[src/rtl/uart_tx_arbiter.sv]
// ---------------------------------------------------------------------------
// uart_tx_arbiter
//
// Purpose:
//   Shares one uart_tx serialiser between NUM_REQ byte producers. One byte is
//   granted per arbitration, in round-robin order. The arbiter alone drives
//   the serialiser's data_in/send and watches its ready, so producers never
//   touch that handshake themselves.
//
// Parameters:
//   NUM_REQ    number of requesters (2..8)
//   ID_W       width of grant_id / round-robin pointer, clog2(NUM_REQ)
//
// Ports:
//   clk        in   1           system clock
//   rst_n      in   1           asynchronous active-low reset
//   req_valid  in   NUM_REQ     requester i has a byte pending
//   req_data   in   NUM_REQ*8   byte of requester i on [8*i+7:8*i]
//   req_last   in   NUM_REQ     last byte of a packet (packet-lock build only)
//   req_ready  out  NUM_REQ     one-cycle, one-hot accept pulse
//   tx_data    out  8           to uart_tx data_in
//   tx_send    out  1           to uart_tx send
//   tx_ready   in   1           from uart_tx ready
//   grant_id   out  ID_W        index of the most recently granted requester
//   busy       out  1           high whenever the FSM is not in IDLE
//
// Build option:
//   UART_ARB_LOCK_EN  when defined, a byte granted with req_last=0 locks the
//                     arbiter onto that requester until it sends a byte with
//                     req_last=1, so packets are never interleaved.
// ---------------------------------------------------------------------------
module uart_tx_arbiter #(
    parameter int NUM_REQ = 4,
    parameter int ID_W    = 2
) (
    input  logic                 clk,
    input  logic                 rst_n,
    input  logic [NUM_REQ-1:0]   req_valid,
    input  logic [NUM_REQ*8-1:0] req_data,
    input  logic [NUM_REQ-1:0]   req_last,
    output logic [NUM_REQ-1:0]   req_ready,
    output logic [7:0]           tx_data,
    output logic                 tx_send,
    input  logic                 tx_ready,
    output logic [ID_W-1:0]      grant_id,
    output logic                 busy
);

    localparam logic [ID_W-1:0]    LAST_ID = ID_W'(NUM_REQ - 1);
    localparam logic [NUM_REQ-1:0] ONE_HOT = {{(NUM_REQ-1){1'b0}}, 1'b1};

    typedef enum logic [1:0] {
        IDLE = 2'd0,
        SEND = 2'd1,
        WAIT = 2'd2
    } state_t;

    state_t               state_q, state_d;
    logic [ID_W-1:0]      ptr_q, ptr_d;
    logic [ID_W-1:0]      grant_q, grant_d;
    logic [7:0]           tx_data_q, tx_data_d;
    logic                 tx_send_q, tx_send_d;
    logic [NUM_REQ-1:0]   req_ready_q, req_ready_d;

    logic [NUM_REQ-1:0]   eligible;
    logic                 found;
    logic [ID_W-1:0]      winner;
    logic [7:0]           win_data;
    logic                 win_last;

`ifdef UART_ARB_LOCK_EN
    logic                 lock_q, lock_d;

    // While a packet is in flight only the locked requester may win. The
    // locked requester is always the last one granted, which is exactly
    // where the round-robin pointer sits, so the pointer doubles as lock id.
    always_comb begin
        eligible = req_valid;
        if (lock_q) begin
            eligible = req_valid & (ONE_HOT << ptr_q);
        end
    end
`else
    logic                 unused_last;

    // Without packet locking every valid requester competes on every byte
    // and the packet markers carry no meaning.
    always_comb begin
        eligible = req_valid;
    end

    assign unused_last = ^req_last;
`endif

    // Round-robin search: start one past the last winner and walk upward.
    // The wrap is an explicit compare so non-power-of-two NUM_REQ works.
    always_comb begin
        logic [ID_W-1:0] cand;
        found  = 1'b0;
        winner = '0;
        cand   = ptr_q;
        for (int k = 0; k < NUM_REQ; k++) begin
            if (cand == LAST_ID) begin
                cand = '0;
            end else begin
                cand = cand + 1'b1;
            end
            if (!found && eligible[cand]) begin
                found  = 1'b1;
                winner = cand;
            end
        end
    end

    // Select the winning requester's byte and packet marker.
    always_comb begin
        win_data = 8'h00;
        win_last = 1'b0;
        for (int i = 0; i < NUM_REQ; i++) begin
            if (winner == ID_W'(i)) begin
                win_data = req_data[8*i +: 8];
                win_last = req_last[i];
            end
        end
    end

    // Next-state and output logic. Requests are only looked at in IDLE, so a
    // producer that has not yet dropped its valid after req_ready can never
    // be granted twice for the same byte.
    always_comb begin
        state_d     = state_q;
        ptr_d       = ptr_q;
        grant_d     = grant_q;
        tx_data_d   = tx_data_q;
        tx_send_d   = tx_send_q;
        req_ready_d = '0;
`ifdef UART_ARB_LOCK_EN
        lock_d      = lock_q;
`endif
        case (state_q)
            IDLE: begin
                if (tx_ready && found) begin
                    tx_data_d   = win_data;
                    tx_send_d   = 1'b1;
                    req_ready_d = ONE_HOT << winner;
                    grant_d     = winner;
                    ptr_d       = winner;
                    state_d     = SEND;
`ifdef UART_ARB_LOCK_EN
                    lock_d      = !win_last;
`endif
                end
            end
            SEND: begin
                // The serialiser drops ready once it has taken the byte.
                if (!tx_ready) begin
                    tx_send_d = 1'b0;
                    state_d   = WAIT;
                end
            end
            WAIT: begin
                if (tx_ready) begin
                    state_d = IDLE;
                end
            end
            default: begin
                tx_send_d = 1'b0;
                state_d   = IDLE;
            end
        endcase
    end

    // State and output registers. Reset parks the pointer on the last index
    // so requester 0 wins the first arbitration.
    always_ff @(posedge clk or negedge rst_n) begin
        if (!rst_n) begin
            state_q     <= IDLE;
            ptr_q       <= LAST_ID;
            grant_q     <= '0;
            tx_data_q   <= 8'h00;
            tx_send_q   <= 1'b0;
            req_ready_q <= '0;
        end else begin
            state_q     <= state_d;
            ptr_q       <= ptr_d;
            grant_q     <= grant_d;
            tx_data_q   <= tx_data_d;
            tx_send_q   <= tx_send_d;
            req_ready_q <= req_ready_d;
        end
    end

`ifdef UART_ARB_LOCK_EN
    // Packet lock register.
    always_ff @(posedge clk or negedge rst_n) begin
        if (!rst_n) begin
            lock_q <= 1'b0;
        end else begin
            lock_q <= lock_d;
        end
    end
`endif

    assign req_ready = req_ready_q;
    assign tx_data   = tx_data_q;
    assign tx_send   = tx_send_q;
    assign grant_id  = grant_q;
    assign busy      = (state_q != IDLE);

endmodule
[config.mk]
export PLATFORM = sky130hd
export DESIGN_NAME = uart_tx_arbiter
export DESIGN_NICKNAME = d
export VERILOG_FILES = /design/src/rtl/uart_tx_arbiter.sv
export SDC_FILE = /design/constraint.sdc
export NUM_CORES = 1
export LEC_CHECK = 0
export ABC_AREA = 0
export BUFFER_PORTS_ARGS = -buffer_cell sky130_fd_sc_hd__buf_2
export CAP_MARGIN = 20
export CORE_AREA = 2 2 75 77
export CTS_CLUSTER_DIAMETER = 60
export CTS_CLUSTER_SIZE = 10
export DETAILED_ROUTE_END_ITERATION = 6
export DIE_AREA = 0 0 77 79
export GPL_ROUTABILITY_DRIVEN = 0
export PLACE_DENSITY_LB_ADDON = 0.3
export REMOVE_ABC_BUFFERS = 1
export SYNTH_ARGS = -nofsm -noshare
export SYNTH_HDL_FRONTEND = slang
export SYNTH_SLANG_ARGS = --single-unit
[constraint.sdc]
create_clock -name clk -period 3.6 [get_ports clk]
set_input_delay 0.36 -clock clk [delete_from_list [all_inputs] [get_ports clk]]
set_output_delay 0.36 -clock clk [all_outputs]
set_load 0.05 [all_outputs]
Yosys cells after proc, flatten, opt, wreduce, memory -nomap -nowiden
Cells that the tools add are included.

Memories: 0. Latch bits: 0. Bits in read-only memories: 0. Output and inout bits: 16. Input bits: 43. Logic and storage cells: 74. Bits in writable memories: 0. Flip-flop bits (word level): 19.

Multipliers: 0. Div/mod/pow operators: 0. Add/subtract/negate cells: 4. Eq/ne operators: 12. Multiplexer cells: 33. Order comparisons: 4. Shift operators: 1. Reduce and logical (&&, ||, !) cells: 13. Bitwise logic cells: 1.

Operators by type and width (count): $mux 8 (4); $mux 2 (11); $eq 2x2->1 const B (7); $lt 2x3->1 const B (4); $mux 1 (10); $add 2x1->2 const B (4); $bmux 1 s2 (4); $mux 4 (2); $ne 2x2->1 const B (3); $pmux 2 s3 (1); $reduce_and 3->1 (2); $eq 2x1->1 const B (2); $logic_and 1x1->1 (4); $logic_not 2->1 (2); $shl 1x2->4 const A (1); $logic_not 1->1 (3); $pmux 1 s3 (1); $reduce_and 2->1 (1); $reduce_bool 2->1 (1); $not 1->1 (1).

Logic depth before layout (Yosys ltp)
Word-level depth: 19. Depth in mapped cells: 9.

Worst setup path before layout
No wires, ideal clock.

Path type: reg-to-reg. Start point: reg ptr_q[0]. End point: reg tx_data_q[2], in the netlist tx_data[2]. Library setup time: 0.087 ns. Cell stages (with the launch flop): 10. Arrival time: 2.209 ns. Path buffers: 2. Required time: 3.513 ns. Slack: 1.304 ns. Cell sequence: dfstp_2 -> ha_1 -> buf_2 -> nand2b_1 -> a211oi_1 -> nor4b_2 -> a22oi_4 -> buf_6 -> mux2_2 -> o211ai_1.

Word-level cells in the longest chain between the ends: 19. Elaborated cells between the ends (all ways): 44. Those cells by class: add/sub: 4; eq/ne: 7; mux: 24; reduce/logical: 9.

RTL lines: start: declaration (RTL line 59) `logic [ID_W-1:0] ptr_q, ptr_d;`; start signal: assignment (RTL line 185) `ptr_q <= ptr_d;`; $add 2x1->2 or $eq 2x2->1 (tied branches) (RTL line 106, 103); $mux 2 (*) (RTL line 103) `if (cand == LAST_ID) begin`; branches (longest 17 deep; another with $add 2x1->2); end signal: assignment (RTL line 187) `tx_data_q <= tx_data_d;`; end: declaration (RTL line 61) `logic [7:0] tx_data_q, tx_data_d;`.

Mark *: on every way between the ends. The select of a mux whose other input is x is not followed. A chain may end at the register's enable or synchronous reset.

Final worst setup path
Same ends and word-level chain as after synthesis.

==> summary.md <==
| Metric | Value |
|---|---|
| Kind of path behind the tightest hold check | input pin to async pin |
| Placement Setup Slack | 0.703 ns |
| Buffer depth of the longest clock path | 2 |
| Total I/O pin count | 59 |
| Pin count of the biggest net entering global routing | 23 |
| Clock-pin slew of the registers on the worst-case setup and hold paths | 0.07 ns |
| Max-cap violations | 0 |
| RSZ-0062 raised after global routing | false |
| Sum of net half-perimeters after detailed placement | 2480 um |
| TritonCTS clock tree | built |
| Most common cell after layout, fill and taps aside | sky130_fd_sc_hd__buf_2 |
| Post-detailed-route count of antenna-violating nets | 0 |
| Post-synthesis area per instance | 9.00 sq um |
| Post-synthesis cell type count | 37 |
| Nature of the critical path endpoint | register |
| Drt wl/cell | 12.6 um |
| Post-synth top flop | sky130_fd_sc_hd__dfrtp_1 |
| Post-Synthesis Cell Area | 0.00127 sq mm |
| Max VDD drop | 0.310 mV |
| Lkg Pwr | 0.767 nW |
| Aggregate routed wire length | 3310 um |
| Min cycle time layout | 2.89 ns |
| Number of antenna violations at the first check in global routing | 0 |
| Vias in the first global route | 1170 |
| First-pass GRT wire length | 5400 um |
| Number of cells upsized or downsized after cts | 0 |
| Post-synth EDFFs | 0 |
| Clock latency reported for the late side of the worst-skew pair | 0.25 ns |
| Fraction of layout instances using a drive strength above 1 | 37.2% |
| Core Area | 0.00534 sq mm |
| Count of final max-slew check failures | 0 |
| Number of vias per cell after detailed routing | 4.63 |
| Crit path from | ptr_q[0]$_DFFE_PN1P_ |
| Most frequent cells in the layout | sky130_fd_sc_hd__buf_2, sky130_fd_sc_hd__dfrtp_1, sky130_fd_sc_hd__nand2_1, sky130_fd_sc_hd__nor2_1, sky130_fd_sc_hd__nand2b_1 |
| Via count | 1217 |
| Total of buffers placed on input and output ports | 54 |
| Buffer type at the clock tree root | sky130_fd_sc_hd__clkbuf_8 |
| Number of DRC markers after the initial detailed-route iteration | 72 |
| Number of fillers in the final layout | 613 |
| Terminus of the critical flop-to-flop path | tx_data[2]$_DFFE_PN0P_ |
| Area added between synthesis and finish | 28.8% |
| Number of cell instances on the worst register-to-register path | 7 |
| Tightest slew margin relative to the limit | 29.2% |
| Part of the cycle the worst path needs | 80.1% |
| Diodes inserted | 0 |
| CP max-delay cell | sky130_fd_sc_hd__dfstp_2 |
| Seq/Total Area, Yosys | 37.7% |
| Total Nets Final | 236 |
| Worst EP arrival | 3.06 ns |
| H-tree depth | 1 |
| Crit-path max FO | 22 |
| Critical register-to-register path startpoint | ptr_q[0]$_DFFE_PN1P_ |
| Count of standard-cell rows | 27 |
| Area of the die | 0.00608 sq mm |
| Hold Vio Cnt, Final | 0 |
| Drt pass-1 iters | 5 |
| Initial standard-cell utilization of the core | 23.8% |
| Chip Height | 79 um |
| Remaining routing DRC violations | 0 |
| Sequence of cells on the critical path | ha_1, nand2b_1, a211oi_1, nor4b_2, a22oi_4, mux2_2, o211ai_1 |
| Global-route usage over all layers | 11.0% |
| Peak clock frequency supported by timing | 347 MHz |
| Worst Max-Slew Pin Slew | 1.06 ns |
| Flip-flop and latch count after synthesis | 19 |
| Setup slack on the worst flop-to-flop path | 0.71 ns |
| Final setup violation count | 0 |
| CTS buffer count | 3 |
| Final setup slack of the worst path | 0.715 ns |
| Critical path start-end classification | register to register |
| Synth warn | 0 |
| Type of origin of the critical path | register |
| Sink count of the clock tree | 19 |
| Worst path required time | 3.77 ns |
| Postcts setup bufs | 0 |
| Pwr dens | 910 mW/mm^2 |
| Area of the multi-input gates | 732 sq um |
| Aggregate negative setup slack | 0 ns |
| Gate Count Post-Synth | 141 |
| Largest clock skew in the final design | 0.00196 ns |
| Delay contributed by the slowest stage of the critical path | 0.65 ns |
| Grt ovf | 0 |
| Sequential cell area in the final layout | 478 sq um |
| Hold-fix buffers, CTS | 0 |
| Run status | finished, final reports clean |
| Proportion of register bits with asynchronous set or reset after synthesis | 100% |
| Die span in x | 77 um |
## per-stage QoR
stage | utilization (%) | std cells | instance area (sq um) | hold WS (ns) | total power, mW
final | 30.6 | 263 | 1630 | 0.0388 | 1.49
after detailed placement | 29.8 | 259 | 1590 | 0.330 | 1.36
after global routing | 30.6 | 263 | 1630 | 0.0661 | 1.61
after global placement | 29.8 | 259 | 1590 | 0.326 | 1.35
after floorplan | - | 133 | 1220 | 0.0644 | 1.12
after CTS | 30.6 | 263 | 1630 | 0.0561 | 1.51
## per-layer routing
metal / vias up / share of wire (%) / global-route usage, %
met5: - / 0 / 0
met4: 0 / 0.57 / 3.21
met1: 569 / 47 / 14.5
met3: 2 / 4.8 / 1.70
li1: 616 / - / -
met2: 30 / 47 / 18.8
## cell families (layout without fill, tap and decap cells)
| group | after synthesis | count (layout) | share of synthesized area, % |
|---|---|---|---|
| AO/OA/AOI/OAI | 36 | 36 | 21.1 |
| XOR/XNOR | 2 | 2 | 1.38 |
| adder cells (fa/ha/maj) | 1 | 1 | 0.986 |
| buffers and inverters | 13 | 63 | 5.03 |
| flip-flops | 19 | 19 | 37.7 |
| multiplexers | 10 | 10 | 8.19 |
| AND/OR/NAND/NOR | 60 | 60 | 25.6 |
## synthesized netlist by cell type (2+ instances only)
cell                       instances  area share (%)
sky130_fd_sc_hd__a211oi_1          7             4.1
sky130_fd_sc_hd__a21boi_0          3             1.8
sky130_fd_sc_hd__a21oi_1           6             2.4
sky130_fd_sc_hd__and2_1            2            0.99
sky130_fd_sc_hd__buf_2             3             1.2
sky130_fd_sc_hd__clkbuf_1          3            0.89
sky130_fd_sc_hd__dfrtp_1          17              34
sky130_fd_sc_hd__dfstp_2           2             4.1
sky130_fd_sc_hd__inv_1             5             1.5
sky130_fd_sc_hd__mux2_2            3             2.7
sky130_fd_sc_hd__mux2i_1           7             5.5
sky130_fd_sc_hd__nand2_1          14             4.1
sky130_fd_sc_hd__nand2b_1          9             4.4
sky130_fd_sc_hd__nand4_1           6             3.0
sky130_fd_sc_hd__nor2_1           11             3.3
sky130_fd_sc_hd__nor2b_1           2            0.99
sky130_fd_sc_hd__nor3_1            2            0.79
sky130_fd_sc_hd__nor4_1            2            0.99
sky130_fd_sc_hd__o211ai_1          4             2.4
sky130_fd_sc_hd__o21a_1            2             1.2
sky130_fd_sc_hd__o21ai_0           6             2.4
sky130_fd_sc_hd__o221a_2           3             2.7
sky130_fd_sc_hd__o31ai_1           3             1.8
sky130_fd_sc_hd__or3_1             6             3.0
## how the worst max path moves through the flow
stage	end	slack, ns	cells past startpoint
after detailed placement	tx_data[1]$_DFFE_PN0P_	0.70	7
after CTS	tx_data[1]$_DFFE_PN0P_	0.69	7
after global routing	tx_data[2]$_DFFE_PN0P_	0.56	7
final	tx_data[2]$_DFFE_PN0P_	0.71	7
after floorplan	tx_data[0]$_DFFE_PN0P_	1.06	7
after global placement	tx_data[0]$_DFFE_PN0P_	0.74	7
## final cells by class
class / instances / share of cell area (%)
repair buffers: 54 / 16.5
multi-input cells: 109 / 44.8
flip-flops and latches: 19 / 29.2
clock buffers: 4 / 2.76
well taps: 72 / 5.51
inverters: 5 / 1.15
## worst max-delay path: cells and delay by family (launching register included)
family	cells	cell delay (ns)
compound gates	3	1.01
flops	1	0.65
mux	1	0.41
fa+ha+maj	1	0.37
simple gates	2	0.34
## flip-flops by register name, summed over array words and instances, names as in the netlist
name	flops
tx_data	8
req_ready	4
grant_id	2
ptr_q	2
state_q	2
tx_send	1
## report_power, final
group | switching [mW] | internal (mW)
sequential | 0.0578 | 0.306
clock | 0.0680 | 0.0785
combinational | 0.655 | 0.322
total | 0.781 | 0.707
Note: power is estimated with default switching activity, not from simulation.
